[config.mk]
export PLATFORM = sky130hd
export DESIGN_NAME = fetch_unit
export DESIGN_NICKNAME = d
export VERILOG_FILES = /design/src/rtl/cpu_types_pkg.sv /design/src/rtl/pc_reg.sv /design/src/rtl/fetch_unit.sv
export SDC_FILE = /design/constraint.sdc
export NUM_CORES = 1
export LEC_CHECK = 0
export ABC_AREA = 0
export ABC_CLOCK_PERIOD_IN_PS = 3300
export CORE_AREA = 2 2 135 137
export CTS_BUF_LIST = sky130_fd_sc_hd__clkbuf_4
export CTS_CLUSTER_SIZE = 28
export DETAILED_ROUTE_END_ITERATION = 10
export DIE_AREA = 0 0 137 139
export HOLD_SLACK_MARGIN = 0.05
export PLACE_DENSITY = 0.81
export SYNTH_ARGS = -nofsm -noshare
export SYNTH_HDL_FRONTEND = slang
export SYNTH_HIERARCHICAL = 1
export SYNTH_SLANG_ARGS = --single-unit
[constraint.sdc]
create_clock -name CLK -period 3.3 [get_ports CLK]
set_clock_uncertainty 0.15 [all_clocks]
set_input_delay 0.66 -clock CLK [delete_from_list [all_inputs] [get_ports CLK]]
set_output_delay 0.66 -clock CLK [all_outputs]
set_load 0.01 [all_outputs]
[src/rtl/cpu_types_pkg.sv]
// Shared types for the pipeline front end: word type, fetch FSM states,
// the IF/ID pipeline register payload and PC helpers.
package cpu_types_pkg;

  localparam int unsigned WORD_W = 32;

  typedef logic [WORD_W-1:0] word_t;

  // Default reset PC for the fetch stage
  localparam word_t PC_INIT_DEFAULT = 32'h0000_0000;
  localparam word_t PC_STEP         = 32'd4;

  typedef enum logic {
    FETCH  = 1'b0,
    HALTED = 1'b1
  } fetch_state_t;

  typedef struct packed {
    word_t instr;
    word_t npc;
    logic  valid;
  } if_id_t;

  localparam if_id_t IF_ID_BUBBLE = '{instr: '0, npc: '0, valid: 1'b0};

  // Instruction addresses are word aligned; drop the byte offset
  function automatic word_t align_word(input word_t addr);
    return {addr[WORD_W-1:2], 2'b00};
  endfunction

endpackage

[src/rtl/pc_reg.sv]
// Program counter flop.
// Ports: CLK/nRST clock and async active-low reset (to PC_INIT);
//   hold  - keep current value (highest priority)
//   load  - take load_addr (word aligned)
//   inc   - advance by 4, wrapping modulo 2^32
//   pc    - current program counter
module pc_reg
  import cpu_types_pkg::*;
#(
  parameter logic [WORD_W-1:0] PC_INIT = PC_INIT_DEFAULT
) (
  input  logic              CLK,
  input  logic              nRST,
  input  logic              hold,
  input  logic              load,
  input  logic              inc,
  input  logic [WORD_W-1:0] load_addr,
  output logic [WORD_W-1:0] pc
);

  always_ff @(posedge CLK or negedge nRST) begin
    if (!nRST) begin
      pc <= align_word(PC_INIT);
    end else if (hold) begin
      pc <= pc;
    end else if (load) begin
      pc <= align_word(load_addr);
    end else if (inc) begin
      pc <= pc + PC_STEP;
    end
  end

endmodule

[src/rtl/fetch_unit.sv]
// Instruction-fetch stage: owns the PC, issues instruction-memory reads and
// loads the IF/ID register for decode. Stalls on hazard/mem_stall, redirects
// on branch/jump with a one-bubble squash, and stops for good on halt.
// Ports:
//   CLK, nRST                 clock, async active-low reset
//   ihit, imemload            instruction memory response
//   imemREN, imemaddr         instruction memory request (addr = PC)
//   hazard                    decode stall from hazard unit
//   branch/branch_target      taken branch from decode
//   jump/jump_target          jump from decode (wins over branch)
//   mem_stall                 memory stage stall, freezes the whole stage
//   halt                      stop fetching
//   id_instr/id_npc/id_valid  IF/ID register outputs
//   fetch_count               instructions accepted into IF/ID
module fetch_unit
  import cpu_types_pkg::*;
#(
  parameter logic [WORD_W-1:0] PC_INIT = PC_INIT_DEFAULT
) (
  input  logic              CLK,
  input  logic              nRST,
  input  logic              ihit,
  input  logic [WORD_W-1:0] imemload,
  output logic              imemREN,
  output logic [WORD_W-1:0] imemaddr,
  input  logic              hazard,
  input  logic              branch,
  input  logic [WORD_W-1:0] branch_target,
  input  logic              jump,
  input  logic [WORD_W-1:0] jump_target,
  input  logic              mem_stall,
  input  logic              halt,
  output logic [WORD_W-1:0] id_instr,
  output logic [WORD_W-1:0] id_npc,
  output logic              id_valid,
  output logic [WORD_W-1:0] fetch_count
);

  fetch_state_t      state_q, state_d;
  if_id_t            ifid_q, ifid_d;
  logic [WORD_W-1:0] count_q;
  logic              count_inc;
  logic [WORD_W-1:0] pc;
  logic [WORD_W-1:0] pc_plus4;
  logic [WORD_W-1:0] redirect_addr;
  logic              pc_hold, pc_load, pc_inc;

  pc_reg #(.PC_INIT(PC_INIT)) u_pc_reg (
    .CLK       (CLK),
    .nRST      (nRST),
    .hold      (pc_hold),
    .load      (pc_load),
    .inc       (pc_inc),
    .load_addr (redirect_addr),
    .pc        (pc)
  );

  assign pc_plus4      = pc + PC_STEP;
  assign redirect_addr = jump ? jump_target : branch_target;

  // State, IF/ID and counter registers
  always_ff @(posedge CLK or negedge nRST) begin
    if (!nRST) begin
      state_q <= FETCH;
      ifid_q  <= IF_ID_BUBBLE;
      count_q <= '0;
    end else begin
      state_q <= state_d;
      ifid_q  <= ifid_d;
      if (count_inc) begin
        count_q <= count_q + WORD_W'(1);
      end
    end
  end

  // Next-state and per-edge action selection, in priority order
  always_comb begin
    state_d   = state_q;
    ifid_d    = ifid_q;
    count_inc = 1'b0;
    pc_hold   = 1'b1;
    pc_load   = 1'b0;
    pc_inc    = 1'b0;

    if (state_q == FETCH) begin
      if (mem_stall) begin
        // whole stage frozen
      end else if (halt) begin
        ifid_d  = IF_ID_BUBBLE;
        state_d = HALTED;
      end else if (hazard) begin
        // hold; any word returned now is refetched after the stall
      end else if (jump || branch) begin
        // wrong-path squash: the word at the old PC is dropped
        pc_hold = 1'b0;
        pc_load = 1'b1;
        ifid_d  = IF_ID_BUBBLE;
      end else if (ihit) begin
        pc_hold   = 1'b0;
        pc_inc    = 1'b1;
        ifid_d    = '{instr: imemload, npc: pc_plus4, valid: 1'b1};
        count_inc = 1'b1;
      end else begin
        ifid_d = IF_ID_BUBBLE;
      end
    end else begin
      ifid_d = IF_ID_BUBBLE;
    end
  end

  assign imemREN     = (state_q == FETCH);
  assign imemaddr    = pc;
  assign id_instr    = ifid_q.instr;
  assign id_npc      = ifid_q.npc;
  assign id_valid    = ifid_q.valid;
  assign fetch_count = count_q;

endmodule

Yosys cells after proc, flatten, opt, wreduce, memory -nomap -nowiden
Index checks and enable logic that the tools add are counted.
{"block": "totals", "register_bits": 130, "inputBits": 104, "output_inout_bits": 130, "word_cells": 45}
{"block": "classes", "n_addsub": 2, "n_eq_ne": 2, "muxes": 29, "bitwise_logic": 2, "n_reduce_logical": 4}
{"op": "$mux 65", "n": 6}
{"op": "$mux 32", "n": 3}
{"op": "$add 32x1->32 const B", "n": 1}
{"op": "$add 32x3->32 const B", "n": 1}
{"op": "$mux 1", "n": 20}
{"op": "$reduce_and 2->1", "n": 2}
{"op": "$ne 3x1->1 const B", "n": 1}
{"op": "$ne 2x1->1 const B", "n": 1}
{"op": "$not 1->1", "n": 2}
{"op": "$reduce_bool 2->1", "n": 1}
{"op": "$logic_or 1x1->1", "n": 1}

Longest topological paths before layout
Gate-level depths: netlist of run 1.
{"block": "depth", "ltp_word": 8, "ltp_mapped": 12, "depth_no_buf": 8}

Modules after synthesis
The synthesis of run 1 kept the hierarchy.
{"mod": "fetch_unit", "instances": 1, "cells_per_inst": 465, "area_per_inst_um2": 4976.0, "seq_area_each_um2": 2452.4}
{"mod": "pc_reg", "instances": 1, "cells_per_inst": 239, "area_per_inst_um2": 1983.2, "seq_area_each_um2": 750.7}

Least setup slack after synthesis of run 1
No wires, ideal clock.
{"block": "synth_timing", "kind": "input -> register", "startpoint": "input jump", "endpoint": "register u_pc_reg.pc[7]", "setup_time_ns": 0.135, "t_arrival_ns": 2.891, "required_ns": 3.015, "path_slack_ns": 0.125, "stages": 12, "n_path_buf": 4, "cell_sequence": "buf_2 nor3b_1 nand2_1 inv_1 clkbuf_1 buf_1 nor2_1 nor2_1 clkbuf_1 o21ai_0 nand2_1 o21ai_0"}
{"block": "synth_between", "elab_chain_cells": 8, "word_cells_on_any_way": 21, "cone_classes": "mux: 17; bitwise: 1; reduce/logical: 3"}
{"item": "start, declared", "line": "fetch_unit.sv:29", "rtl": "input logic jump,"}
{"item": "$logic_or 1x1->1", "line": "fetch_unit.sv:93", "rtl": "end else if (jump || branch) begin"}
{"item": "$mux 1 (5 in series)"}
{"item": "named net count_inc", "line": "fetch_unit.sv:42", "rtl": "logic count_inc;"}
{"item": "$reduce_bool 2->1 (no line)"}
{"item": "$reduce_and 2->1 (no line)"}
{"item": "end signal, assigned", "line": "pc_reg.sv:23", "rtl": "pc <= align_word(PC_INIT);"}
{"item": "end signal, assigned", "line": "pc_reg.sv:25", "rtl": "pc <= pc;"}
{"item": "end signal, assigned", "line": "pc_reg.sv:27", "rtl": "pc <= align_word(load_addr);"}
{"item": "end, declared", "line": "pc_reg.sv:18", "rtl": "output logic [WORD_W-1:0] pc"}
The timed path passes the listed nets, and every way through them passes these cells.
A chain may end at the register's enable or synchronous reset.

Final worst setup path of run 1
{"block": "layout_timing", "startpoint": "register u_pc_reg.pc[7]", "endpoint": "register ifid_q, in the netlist id_npc[21]"}
{"block": "layout_between", "elab_chain_cells": 7}
{"item": "$add 32x3->32", "line": "fetch_unit.sv:58", "rtl": "assign pc_plus4 = pc + PC_STEP;"}
{"item": "$mux 65", "line": "fetch_unit.sv:98", "rtl": "end else if (ihit) begin"}
{"item": "$mux 65", "line": "fetch_unit.sv:93"}
{"item": "$mux 65", "line": "fetch_unit.sv:91", "rtl": "end else if (hazard) begin"}
{"item": "$mux 65", "line": "fetch_unit.sv:88", "rtl": "end else if (halt) begin"}
{"item": "$mux 65", "line": "fetch_unit.sv:86", "rtl": "if (mem_stall) begin"}
{"item": "$mux 65", "line": "fetch_unit.sv:85", "rtl": "if (state_q == FETCH) begin"}
{"item": "end signal, assigned", "line": "fetch_unit.sv:69", "rtl": "ifid_q <= ifid_d;"}
{"item": "end, declared", "line": "fetch_unit.sv:40", "rtl": "if_id_t ifid_q, ifid_d;"}
No other way between the ends. The select of a mux whose other input is x is not followed.

==> flow_summary.ini, run 1 <==
[setup_path]
r2r_cells = 4
startpoint_type = register
path_delay_family = simple AND/OR/NAND/NOR gates
crit_cells = 4
cpPeakStageDelay_ns = 0.80
cp-end-kind = register
cpMaxStageDelayCell = or4b_2
required_ns = 3.62
critPathMaxFanout = 14
worstPathBufferInverterCount = 0
crit_path_cell_trace = and4_1, nand4_1, or4b_2, nand3_1
cp.arrival_ns = 3.05
criticalPathCategory = reg -> reg

[sta]
slew_headroom = 0.562
finalCritPeriodShare = 0.828
fin_tns_setup_ns = 0
slew_violations = 0
post-route-min-period_ns = 2.73
setup_viol = 0
clock.fmax_mhz = 366
hold_viol = 0
holdWs_ns = 0.322
tightestPinTransition_ns = 0.650
rsz0062_at_grt = false
setup_ws_ns = 0.568

[cts]
cts_setup_buffers = 0
cts_buffers = 17
cts-root-buf = clkbuf_4
cts.sinks = 128
cts_buffer_depth = 2
postCtsHoldBufs = 1
clk_latency_ns = 0.54
clk_pin_slew_worst_paths_ns = 0.12
h-tree-depth = 4
ctsResizeCount = 0
cts_tree = done

[placed_design]
place_ws_ns = 0.222
dpl.cell_count = 1138
numPortBuffers = 227
placed_area_um2 = 9510
dp_hpwl_um = 15300
routabilityCongestion = 0.897

[run]
max_cap_violations = 0

[grt]
grt_overflow_total = 0
antenna_found_initial = 2
grt_pass1_vias = 6409
grt_max_degree = 79
grt_pass1_wl_um = 33600
grt_util_all_layers = 0.222

[power]
ir_drop_mv = 0.185
power_density_nw_per_um2 = 287
leakage_nw = 4.01

[synth]
syn_avg_cell_area_um2 = 9.88
synth_cells = 702
syn-cell-area_um2 = 6940
synth_warnings = 6

[finish]
nNetsFinal = 1036
layout.cells.non_filler = 1173
stdcell_area_um2 = 9800
area_growth_pct = 41.2
drive_above_1_share = 0.119

[route]
dr.pass1.iters = 7
drc = 0
routed_wirelength_um = 21000
vias = 6677
ant_nets = 0
drt-initial-drc-count = 489
vias_per_cell = 5.69
wl_per_cell_um = 17.9

[floorplan]
fp.dieH_um = 139
initial_core_util = 0.393
die_w_um = 137
die_area_um2 = 19000
num_rows = 49
ios = 234
coreArea_um2 = 17700

[worst_hold_path]
hp-class = reg -> reg
holdPathStages = 1

[status]
status = complete, no violations
per-stage QoR:
stage	utilization	total power (W)
final	0.555	0.00281
after floorplan	-	0.00166
after global routing	0.555	0.00294
after global placement	0.539	0.00183
after detailed placement	0.539	0.00184
after CTS	0.554	0.00285
path summary, 6_finish.rpt:
check                                             from                           to  slack [ns]
setup / recovery            u_pc_reg/pc[7]$_DFFE_PN0N_       id_npc[21]$_DFFE_PN0P_        0.57
hold / removal             fetch_count[31]$_DFFE_PN0P_  fetch_count[31]$_DFFE_PN0P_        0.32
setup reg to reg            u_pc_reg/pc[7]$_DFFE_PN0N_       id_npc[21]$_DFFE_PN0P_        0.57
hold reg to reg            fetch_count[31]$_DFFE_PN0P_  fetch_count[31]$_DFFE_PN0P_        0.32
max in group asynchronous                         nRST   u_pc_reg/pc[3]$_DFFE_PN0N_        1.91
min in group asynchronous                         nRST  fetch_count[28]$_DFFE_PN0P_        0.40
layout by cell type (no fill, tap or decap), types with 5 or more instances in the layout:
cell / instances
o211ai_1: 13
xnor2_1: 17
a22o_1: 35
dfrtp_1: 128
a22oi_1: 5
o21ai_0: 32
buf_4: 25
or4_1: 16
nor2_1: 28
xor2_1: 26
nor3_2: 6
inv_1: 12
nor3_1: 22
nand3_1: 48
o22ai_1: 8
a21oi_1: 27
mux2_2: 30
nand2_1: 63
and3_1: 14
clkdlybuf4s50_1: 226
nand4_1: 31
and4_1: 12
clkinv_4: 6
nor4_1: 11
clkbuf_4: 17
cell type report:
cell class / instances / area (um2)
fill: 1590 / 7860
multi-input combinational: 514 / 3480
sequential: 128 / 3200
timing repair buffer: 254 / 2500
tap: 229 / 287
clock inverter: 15 / 140
clock buffer: 17 / 128
inverter: 14 / 52.6
antenna: 2 / 5.00
power breakdown:
part           leakage (nW)  switching (W)  internal (W)
clock network         0.135       0.000627      0.000380
logic                  2.12      0.0000802      0.000145
registers              1.76     0.00000739       0.00157
total                  4.01       0.000715       0.00210
per-layer routing:
layer | up-vias | track usage | routed length (um)
met5 | - | 0 | 0
met4 | 0 | 0.0705 | 400
met3 | 28 | 0.0665 | 1890
met2 | 307 | 0.350 | 9870
met1 | 3227 | 0.291 | 8840
li1 | 3115 | - | -
(Power assumes the default switching activity.)
==> run 2: changes to the inputs <==
ABC_CLOCK_PERIOD_IN_PS = 2200   (was 3300)
PLACE_DENSITY = 0.84   (was 0.81)
clock period = 2.2 ns   (was 3.3 ns; I/O delays follow)
==> run 2 against run 1 <==
Compared with the run above: the flow now finishes with violations (negative setup slack); first-iteration DRC count grew 36%; setup slack lost 0.60 ns; utilization is 7.1 points higher; sequential power increased by 49%; cell count grew 9.5%; via count increased by 10%; total power grew 66%; sequential cell count is the same; design area is 13% higher; worst hold slack got worse by 0.18 ns; largest power group unchanged.
==> flow_summary.ini, run 2 (synthesis results as in run 1) <==
[setup_path]
critPathMaxFanout = 7
cp-end-kind = register
crit_path_cell_trace = buf_4, ha_2, nand4_1, nor3_2, buf_4, nand4_1, or4_1, nand3_1
path_delay_family = simple AND/OR/NAND/NOR gates
cp.arrival_ns = 2.57
required_ns = 2.53
cpMaxStageDelayCell = or4_1
cpPeakStageDelay_ns = 0.44
startpoint_type = register
worstPathBufferInverterCount = 2
criticalPathCategory = reg -> reg

[finish]
stdcell_area_um2 = 11000
multi_input_area_um2 = 3700
final_cell_mix = clkdlybuf4s50_1, buf_4, dfrtp_1
antenna_cells = 0
drive_above_1_share = 0.258
final_util = 0.625
nNetsFinal = 1149
area_growth_pct = 59.2
final_common_cell = clkdlybuf4s50_1
layout.cells.non_filler = 1284
fill_cells = 1419
seqCellArea_um2 = 3230

[placed_design]
numPortBuffers = 227
dp_hpwl_um = 16500
dpl.cell_count = 1203
placed_area_um2 = 10200
routabilityCongestion = 0.908

[power]
power.internal_w = 0.00360
leakage_nw = 4.98
p_comb_frac = 0.080
p_seq_frac = 0.505
power_density_nw_per_um2 = 424
netSwitchingFraction = 0.230
power.switching_w = 0.00108
ir_drop_mv = 0.342
power_w = 0.00468
power_frac_clock = 0.415

[grt]
grt_overflow_total = 0
grt_pass1_wl_um = 35700
grt_max_degree = 52
grt_util_all_layers = 0.237
antenna_found_initial = 0
grt_pass1_vias = 6986

[cts]
clk_pin_slew_worst_paths_ns = 0.12
cts_buffer_depth = 2
cts_tree = done
cts-root-buf = clkbuf_4
cts.sinks = 128
clk_latency_ns = 0.55
h-tree-depth = 4
cts_buffers = 17

[route]
wl_per_cell_um = 18.7
met3_length_um = 2120
ant_nets = 0
vias = 7352
drc = 0
routed_wirelength_um = 24000
wl_met2_um = 11900
top_layer = met4
wl_met1_um = 9510
vias_per_cell = 5.73
drt-initial-drc-count = 666
dr.pass1.iters = 5

[sta]
finalCritPeriodShare = 1.02
fin_tns_setup_ns = -0.0409
setup_ws_ns = -0.0362
rsz0062_at_grt = true
setup_viol = 2
clock.fmax_mhz = 447
post-route-min-period_ns = 2.24
slew_violations = 0
hold_viol = 0

[status]
violations = negative setup slack
status = finished, violations left

[worst_hold_path]
hp-class = in -> reg

[floorplan]
die_w_um = 137
ios = 234
initial_core_util = 0.393
fp.dieH_um = 139
coreArea_um2 = 17700
die_area_um2 = 19000
num_rows = 49

[run]
max_cap_violations = 0
## run 2: cell count changes in the layout (fill, tap and decap cells not counted), moves of 5 or more
| cell | previous run | this run |
|---|---|---|
| dlymetal6s2s_1 | 0 | 7 |
| dfrtp_1 | 128 | 106 |
| dfrtp_2 | 0 | 22 |
| buf_6 | 0 | 10 |
| dlygate4sd2_1 | 0 | 28 |
| clkdlybuf4s50_1 | 226 | 190 |
| buf_12 | 2 | 7 |
| buf_4 | 25 | 122 |
| nor3_4 | 0 | 6 |
## run 2: power by group through the flow
stage	clock (W)	sequential, W	combinational [W]
5_1_grt	0.00207	0.00236	0.000409
4_1_cts	0.00196	0.00236	0.000371
6_report	0.00194	0.00236	0.000376
3_3_place_gp	0	0.00241	0.000359
2_1_floorplan	0	0.00242	0.0000782
3_5_place_dp	0	0.00241	0.000363
## run 2: layer usage
metal / vias to the layer above / global-route usage
met4: 0 / 0.0803
li1: 3340 / -
met3: 45 / 0.0585
met2: 406 / 0.392
met5: - / 0
met1: 3561 / 0.302
## run 2: final timing paths
path	from	to	slack (ns)	depth (start not counted)
max in group asynchronous	nRST	u_pc_reg/pc[17]$_DFFE_PN0N_	1.00	3
min in group asynchronous	nRST	fetch_count[18]$_DFFE_PN0P_	0.23	2
hold / removal	halt	state_q$_DFF_PN0_	0.14	2
setup reg to reg	u_pc_reg/pc[2]$_DFFE_PN0N_	u_pc_reg/pc[22]$_DFFE_PN0N_	-0.04	8
hold reg to reg	fetch_count[31]$_DFFE_PN0P_	fetch_count[31]$_DFFE_PN0P_	0.33	1
setup / recovery	u_pc_reg/pc[2]$_DFFE_PN0N_	u_pc_reg/pc[22]$_DFFE_PN0N_	-0.04	8
## run 2: timing repair
action                     CTS  global route
pin swaps                    2             9
hold buffers                 1             0
gates cloned                 0             1
setup buffers               18            30
setup endpoints to repair   67            62
hold endpoints to repair    32             0
gates resized for setup     43            46
## run 2: through the flow
| step | hold WS [ns] | setup slack (ns) |
|---|---|---|
| 6_report | 0.142 | -0.0362 |
| 3_3_place_gp | 0.281 | -0.594 |
| 2_1_floorplan | -0.00559 | -0.0353 |
| 5_1_grt | 0.134 | -0.0769 |
| 3_5_place_dp | 0.284 | -0.680 |
| 4_1_cts | 0.212 | 0.000188 |
## run 2: cell type report
class / instances / area share
Multi-Input combinational cell: 515 / 0.335
Timing Repair Buffer: 366 / 0.310
Sequential cell: 128 / 0.293
Tap cell: 229 / 0.0259
Clock inverter: 15 / 0.0196
Clock buffer: 17 / 0.0116
Inverter: 14 / 0.00544
## run 2: worst reg2reg max path, stage by stage (launching register included)
cell,delay (ns)
dfrtp_2,0.38
buf_4,0.17
ha_2,0.24
nand4_1,0.20
nor3_2,0.17
buf_4,0.18
nand4_1,0.12
or4_1,0.44
nand3_1,0.11
==> run 3: changes to the inputs <==
CORE_AREA = 2 2 131 133   (was 2 2 135 137)
DIE_AREA = 0 0 133 135   (was 0 0 137 139)
HOLD_SLACK_MARGIN = unset   (was 0.05)
PLACE_DENSITY = 0.88   (was 0.84)
==> run 3 against run 2 <==
Compared with the run above: the flow still finishes with violations (negative setup slack); combinational power is 3% lower; via count rose by 0.54%; count of clock-buffer cells in the layout rose by 4; design area shrank 1.4%; setup slack got worse by 0.069 ns; sequential share of layout area grew 0.40 points; sequential cell count is the same; total power shrank 8.8%; register-to-register slack worse by 0.07 ns; first-iteration DRC count is 0.30% lower; critical path depth up 2; highest routed layer unchanged.
==> flow_summary.ini, run 3 (synthesis results as in run 1) <==
[status]
status = finished, violations left
violations = negative setup slack

[finish]
area_growth_pct = 56.9
nNetsFinal = 1133
final_common_cell = clkdlybuf4s50_1
final_cell_mix = clkdlybuf4s50_1, dfrtp_1, buf_4
antenna_cells = 0
drive_above_1_share = 0.257
layout.cells.non_filler = 1258
stdcell_area_um2 = 10900

[route]
wl_per_cell_um = 19.0
vias = 7392
vias_per_cell = 5.88
drc = 0
dr.pass1.iters = 5
routed_wirelength_um = 23900
drt-initial-drc-count = 664
ant_nets = 0

[sta]
post-route-min-period_ns = 2.30
hold_viol = 0
setup_ws_ns = -0.105
tightestPinTransition_ns = 0.516
clock.fmax_mhz = 434
slew_headroom = 0.656
finalCritPeriodShare = 1.05
slew_violations = 0
rsz0062_at_grt = true
setup_viol = 23

[cts]
cts_buffer_depth = 2
clk_pin_slew_worst_paths_ns = 0.12
cts-root-buf = clkbuf_4
cts.sinks = 128
h-tree-depth = 4
cts_buffers = 17
clk_latency_ns = 0.54
cts_tree = done

[setup_path]
crit_path_cell_trace = buf_4, or4_4, nor2_4, nor2_2, nor2_4, buf_12, buf_4, o21ai_0, nand2_1, o21ai_0
cpPeakStageDelay_ns = 0.47
critPathMaxFanout = 11
criticalPathCategory = reg -> reg
cpMaxStageDelayCell = or4_4
startpoint_type = register
cp-end-kind = register
required_ns = 2.49
cp.arrival_ns = 2.59

[grt]
grt_util_all_layers = 0.251
antenna_found_initial = 0
grt_pass1_wl_um = 35700
grt_max_degree = 94
grt_pass1_vias = 6867
grt_overflow_total = 0

[placed_design]
routabilityCongestion = 0.896
numPortBuffers = 227
placed_area_um2 = 10200
place_ws_ns = -0.595
dp_hpwl_um = 16400
dpl.cell_count = 1196

[floorplan]
die_area_um2 = 18000
fp.dieH_um = 135
ios = 234
die_w_um = 133
coreArea_um2 = 16400
initial_core_util = 0.423
num_rows = 47

[run]
max_cap_violations = 0

[power]
ir_drop_mv = 0.285
leakage_nw = 4.89
power_density_nw_per_um2 = 392

[worst_hold_path]
hp-class = in -> reg
## run 3: cell types whose count changed in the layout (fill, tap and decap cells not counted), moves of 4 or more
cell      delta
buf_4       -14
clkbuf_4     +4
nor3_1       -4
or4_1        -4
or4_4        +5
## run 3: metrics by stage
| stage | utilization | setup TNS, ns | hold slack, ns | total power, W |
|---|---|---|---|---|
| 2_1_floorplan | - | -0.180 | -0.00559 | 0.00249 |
| 3_3_place_gp | 0.619 | -34.97 | 0.304 | 0.00277 |
| 3_5_place_dp | 0.619 | -42.53 | 0.317 | 0.00277 |
| 4_1_cts | 0.641 | -0.447 | 0.192 | 0.00430 |
| 5_1_grt | 0.663 | -3.55 | 0.278 | 0.00442 |
| 6_report | 0.663 | -0.940 | 0.275 | 0.00427 |
## run 3: per-layer routing
layer | vias up | global-route usage | share of wire
li1 | 3319 | - | -
met1 | 3527 | 0.317 | 0.39
met2 | 479 | 0.425 | 0.49
met3 | 67 | 0.0571 | 0.089
met4 | 0 | 0.0938 | 0.028
met5 | - | 0 | 0
## run 3: final timing paths
check | start | endpoint | slack (ns) | cells after the start
min in group asynchronous | nRST | fetch_count[22]$_DFFE_PN0P_ | 0.33 | 3
worst max-delay path | state_q$_DFF_PN0_ | u_pc_reg/pc[7]$_DFFE_PN0N_ | -0.10 | 10
max in group asynchronous | nRST | fetch_count[1]$_DFFE_PN0P_ | 1.12 | 3
worst min-delay path | jump | fetch_count[8]$_DFFE_PN0P_ | 0.27 | 5
worst max register to register | state_q$_DFF_PN0_ | u_pc_reg/pc[7]$_DFFE_PN0N_ | -0.10 | 10
worst min register to register | id_npc[14]$_DFFE_PN0P_ | id_npc[14]$_DFFE_PN0P_ | 0.34 | 2
## run 3: final cells by class
cell class | instances | area, um2
fill | 1204 | 5520
multi-input combinational | 515 | 3780
timing repair buffer | 350 | 3290
sequential | 128 | 3230
tap | 220 | 275
clock buffer | 21 | 158
clock inverter | 10 | 97.6
inverter | 14 | 55.1
## run 3: power breakdown
group	internal, W	total, W	switching (W)	leakage, nW
Clock	0.000697	0.00154	0.000840	0.143
Combinational	0.000228	0.000365	0.000137	3.02
Sequential	0.00236	0.00237	0.00000789	1.72
## run 3: what timing repair did
action / in CTS / in global routing
setup endpoints to repair: 45 / 40
pin swaps: 3 / 27
gates cloned: 0 / 2
endpoints found under the hold margin: 128 / 0
hold buffers: 1 / 0
gates resized for setup: 44 / 57
buffers inserted: 14 / 14
## run 3: critical path, delay by kind of cell, from the launching register on
| kind | cells | cell delay (ns) |
|---|---|---|
| and+or+nand+nor | 5 | 1.06 |
| DFF | 1 | 0.43 |
| buffers and inverters | 3 | 0.40 |
| AOI/OAI and AO/OA | 2 | 0.17 |
